$ cat config.mk
export PLATFORM = sky130hd
export DESIGN_NAME = mem_dump_reader
export DESIGN_NICKNAME = d
export VERILOG_FILES = /design/src/rtl/mem_dump_reader.sv
export SDC_FILE = /design/constraint.sdc
export NUM_CORES = 1
export LEC_CHECK = 0
export BUFFER_PORTS_ARGS = -buffer_cell sky130_fd_sc_hd__buf_2
export CORE_ASPECT_RATIO = 1.75
export CORE_MARGIN = 1.5
export CORE_UTILIZATION = 40
export CTS_CLUSTER_SIZE = 24
export DETAILED_ROUTE_END_ITERATION = 10
export GPL_TIMING_DRIVEN = 0
export PLACE_DENSITY = 0.59
export SYNTH_ARGS = -nofsm -noshare
export SYNTH_HDL_FRONTEND = slang
export SYNTH_SLANG_ARGS = --single-unit
$ cat constraint.sdc
create_clock -name clk -period 3.2 [get_ports clk]
set_clock_uncertainty 0.1 [all_clocks]
set_input_delay 0.64 -clock clk [delete_from_list [all_inputs] [get_ports clk]]
set_output_delay 0.64 -clock clk [all_outputs]
set_load 0.1 [all_outputs]
$ cat src/rtl/mem_dump_reader.sv
// mem_dump_reader: reads a contiguous, wrapping window of a synchronous-read
// memory and streams the words out on a valid/ready interface.
//
// state | meaning
// IDLE  | waiting for start; first read is issued on the accept edge
// RUN   | issuing reads and draining the 2-entry output buffer
// FIN   | one-cycle done pulse, then back to IDLE
module mem_dump_reader #(
    parameter int ADDR_WIDTH = 4,
    parameter int DATA_WIDTH = 8
) (
    input  logic                  clk,
    input  logic                  rst,
    input  logic                  start,
    input  logic [ADDR_WIDTH-1:0] base,
    input  logic [ADDR_WIDTH:0]   count,
    output logic                  busy,
    output logic                  done,
    output logic [ADDR_WIDTH-1:0] adr,
    input  logic [DATA_WIDTH-1:0] dat_r,
    output logic [DATA_WIDTH-1:0] dat_w,
    output logic                  we,
    output logic [DATA_WIDTH-1:0] out_data,
    output logic                  out_valid,
    input  logic                  out_ready,
    output logic                  out_last
);
    typedef enum logic [1:0] {IDLE, RUN, FIN} state_t;
    state_t state_q, state_d;

    logic [ADDR_WIDTH:0]   cnt_q;
    logic [ADDR_WIDTH:0]   issued_q;
    logic                  inflight_q;
    logic                  inflight_last_q;
    logic [DATA_WIDTH-1:0] buf_data_q [2];
    logic [1:0]            buf_last_q;
    logic [1:0]            occ_q;
    logic                  rd_ptr_q;
    logic                  wr_ptr_q;

    logic                  pop;
    logic                  push;
    logic                  issue;
    logic                  issue_last;
    logic [ADDR_WIDTH-1:0] issue_adr;
    logic [2:0]            pending;
    logic [2:0]            limit;

    assign dat_w     = '0;
    assign we        = 1'b0;
    assign out_valid = (occ_q != 2'd0);
    assign out_data  = buf_data_q[rd_ptr_q];
    assign out_last  = out_valid & buf_last_q[rd_ptr_q];
    assign pop       = out_valid & out_ready;
    assign push      = inflight_q;

    // Words buffered plus the one in flight must stay within the 2-entry buffer.
    assign pending   = {1'b0, occ_q} + {2'b00, inflight_q};
    assign limit     = 3'd2 + {2'b00, pop};

    always_comb begin
        state_d    = state_q;
        issue      = 1'b0;
        issue_last = 1'b0;
        issue_adr  = adr;
        busy       = (state_q != IDLE);
        done       = (state_q == FIN);
        case (state_q)
            IDLE: begin
                if (start) begin
                    state_d    = (count == '0) ? FIN : RUN;
                    issue      = (count != '0);
                    issue_last = (count == (ADDR_WIDTH+1)'(1));
                    issue_adr  = base;
                end
            end
            RUN: begin
                if ((issued_q < cnt_q) && (pending < limit)) begin
                    issue      = 1'b1;
                    issue_last = ((issued_q + (ADDR_WIDTH+1)'(1)) == cnt_q);
                    issue_adr  = adr + ADDR_WIDTH'(1);
                end
                if (pop && out_last) begin
                    state_d = FIN;
                end
            end
            FIN: begin
                state_d = IDLE;
            end
            default: begin
                state_d = IDLE;
            end
        endcase
    end

    always_ff @(posedge clk) begin
        if (rst) begin
            state_q <= IDLE;
        end else begin
            state_q <= state_d;
        end
    end

    always_ff @(posedge clk) begin
        if (rst) begin
            adr             <= '0;
            cnt_q           <= '0;
            issued_q        <= '0;
            inflight_q      <= 1'b0;
            inflight_last_q <= 1'b0;
            buf_data_q[0]   <= '0;
            buf_data_q[1]   <= '0;
            buf_last_q      <= '0;
            occ_q           <= '0;
            rd_ptr_q        <= 1'b0;
            wr_ptr_q        <= 1'b0;
        end else begin
            if (state_q == IDLE) begin
                if (start) begin
                    cnt_q <= count;
                end
                issued_q <= {{ADDR_WIDTH{1'b0}}, issue};
            end else if (issue) begin
                issued_q <= issued_q + (ADDR_WIDTH+1)'(1);
            end
            inflight_q <= issue;
            if (issue) begin
                adr             <= issue_adr;
                inflight_last_q <= issue_last;
            end
            if (push) begin
                buf_data_q[wr_ptr_q] <= dat_r;
                buf_last_q[wr_ptr_q] <= inflight_last_q;
                wr_ptr_q             <= ~wr_ptr_q;
            end
            if (pop) begin
                rd_ptr_q <= ~rd_ptr_q;
            end
            occ_q <= occ_q + {1'b0, push} - {1'b0, pop};
        end
    end
endmodule

==> results.tsv <==
stage	metric	value	unit
status	status	finished, final reports clean	
yosys	synth_edf_count	16	
routing	firstDrtPassIters	7	
clock_network	clockBufferDepth	2	
routing	vias	1650	
die	die-area	0.00576	mm²
setup_path	path_max_fanout	8	
sta	max-slew-margin-rel	34.7	%
setup_path	cpPeakStageDelay	0.68	ns
yosys	yosys_warnings	0	
die	ios	46	
clock_network	cts_htree_levels	2	
clock_network	cts_tree	done	
routing	drc	0	
global_routing	grt_pass1_wl	7110	µm
routing	wl	4220	µm
yosys	ys_ff_latch	41	
clock_network	root_buffer	clkbuf_8	
setup_path	end_kind	register	
global_routing	overflow	0	
power_and_ir_drop	ir_worst_vdd	0.316	mV
yosys	async_reset_ff_share	0	%
yosys	synth_seq_area_share	46.3	%
cells_and_area	fillers	518	
cells_and_area	stdcell_count	322	
sta	fin_crit_sh	78.6	%
place	hpwl	3230	µm
worst_hold_path	hp-class	register to register	
clock_network	clock_latency	0.29	ns
sta	fin_crit	2.51	ns
cells_and_area	layout_commonest_cell	buf_2	
die	core	0.00502	mm²
setup_path	critPathKind	register to register	
yosys	dominantRegCellSynth	dfxtp_1	
routing	antenna_left	0	
place	placed_cells	314	
sta	rsz0062_at_grt	false	
place	io_buffers	35	
yosys	syn_avg_cell_area	9.76	µm²
power_and_ir_drop	power_density	715	mW/mm²
global_routing	grt_pass1_vias	1648	
job	max_cap_viol_count	0	
setup_path	cp_common_cell	ha_1	
sta	tightest_slew	0.978	ns
setup_path	required	3.29	ns
die	floorplan.initialDensity	42.2	%
yosys	syn_inst	217	
sta	fmax	398	MHz
die	die_y	99.2	µm
power_and_ir_drop	p_leak	0.00110	µW
sta	fin_tns_setup	0	ns
setup_path	worstPathArrival	2.60	ns
yosys	synthesis.area	0.00212	mm²
setup_path	crit_chain	ha_1 > ha_1 > a2111o_1 > o31ai_2 > a21oi_1 > a31o_2	
place	place.gp.congestion	0.833	
setup_path	start_kind	register	
sta	drv_slew	0	
clock_network	holdBufCountCts	0	
global_routing	antenna_found_initial	0	
setup_path	slowest_stage	o31ai_2	
cells_and_area	final_cell_mix	35 x buf_2, 25 x dfxtp_1, 24 x nor2_1, 16 x and2_1, 16 x edfxtp_1	
routing	wl_per_cell	13.1	µm
clock_network	post-cts-setup-buffers	0	
clock_network	path_clk_slew	0.08	ns
die	rows	34	
cells_and_area	areaGrowthSynthToFinish	17.9	%
sta	final_hold_viol_count	0	
sta	setup_viol	0	
global_routing	grt_usage	16.3	%
global_routing	grt_max_degree	13	
cells_and_area	drive_above_1_share	23.1	%
die	fp.dieW	58.0	µm
cells_and_area	layout.nets	299	
cells_and_area	diodes	0	
routing	drt-initial-drc-count	31	
clock_network	cts_repair_resize_count	0	
clock_network	cts_made_buffers	5	
clock_network	clock-sinks	41	
sta	whs	0.374	ns
routing	viasPerCell	5.12	
yosys	synth.distinct_cells	41	
-- registers in the layout, indices dropped and copies added, names as in the netlist, named ones only --
signal / flops
buf_data_q: 16
cnt_q: 5
issued_q: 5
adr: 4
buf_last_q: 2
occ_q: 2
state_q: 2
inflight_last_q: 1
inflight_q: 1
rd_ptr_q: 1
wr_ptr_q: 1
-- layer usage --
| layer | part of all wire (%) | vias to the layer above | track usage, % | wire [µm] |
|---|---|---|---|---|
| met5 | 0 | - | 0 | 0 |
| met4 | 2.4 | 0 | 8.77 | 102 |
| met3 | 3.7 | 6 | 3.64 | 158 |
| met2 | 56 | 33 | 30.5 | 2370 |
| met1 | 38 | 790 | 15.8 | 1590 |
| li1 | - | 821 | - | - |
-- final cells by class --
class	instances	area [µm²]	area share [%]
multi-input cells	156	1020	40.9
repair buffers	35	175	7.02
plain buffers	16	101	4.06
inverters	12	45.0	1.80
flip-flops and latches	41	981	39.3
clock inverters	2	33.8	1.35
well taps	54	67.6	2.71
clock buffers	6	72.6	2.91
-- cells in the mapped netlist, types with 2 or more instances --
cell type	number	area, µm²
xnor2_1	8	70.1
ha_1	11	138
and2_1	16	100
or3_1	3	18.8
inv_1	12	45.0
a21o_1	2	15.0
a21oi_1	13	65.1
edfxtp_1	16	480
nand2b_1	4	25.0
dfxtp_1	25	500
buf_4	9	67.6
nor2b_1	5	31.3
o21ai_0	6	30.0
nor3b_1	4	30.0
o211ai_1	2	15.0
xor2_1	4	35.0
nand2_1	12	45.0
nor4_1	2	12.5
nand3_1	4	20.0
nor2_1	24	90.1
mux2i_1	4	40.0
mux2_2	8	90.1
clkbuf_1	5	18.8
-- metrics by stage --
step                instance area [µm²]  utilization (%)  worst slack [ns]  total power, µW
floorplan                          2150                -             0.741             1280
global placement                   2390             47.6             0.661             1390
detailed placement                 2390             47.6             0.664             1400
CTS                                2500             49.7             0.662             1810
global route                       2500             49.7             0.510             1880
finish                             2500             49.7             0.685             1780
-- path summary, 6_finish.rpt --
check	start	end	cells past startpoint	slack [ns]
max	inflight_q	issued_q[2]	6	0.69
min reg2reg	buf_last_q[0]	buf_last_q[0]	2	0.37
max reg2reg	inflight_q	issued_q[2]	6	0.69
min	buf_last_q[0]	buf_last_q[0]	2	0.37
-- report_power, final --
part	switching [µW]	leakage, µW	internal (µW)
Combinational	557	0.000677	182
Sequential	42.0	0.000372	602
Clock	172	0.0000528	230
-- kinds of logic (layout without fill, tap and decap cells) --
family | after synthesis | after routing | synth area share (%)
other | 1 | 9 | 0.177
and+or+nand+nor | 79 | 79 | 19.1
AOI/OAI and AO/OA | 33 | 33 | 9.81
muxes | 12 | 12 | 6.15
xor gates and xnor gates | 12 | 12 | 4.96
buffers and inverters | 28 | 71 | 6.91
DFF | 41 | 41 | 46.3
adders and majority gates | 11 | 11 | 6.50
-- worst max-delay path, delay by kind of cell, from the launching register on --
family	cells	cell delay (ns)
AOI/OAI and AO/OA	4	1.50
adders and majority gates	2	0.42
DFF	1	0.39
Note: power is estimated with default switching activity, not from simulation.
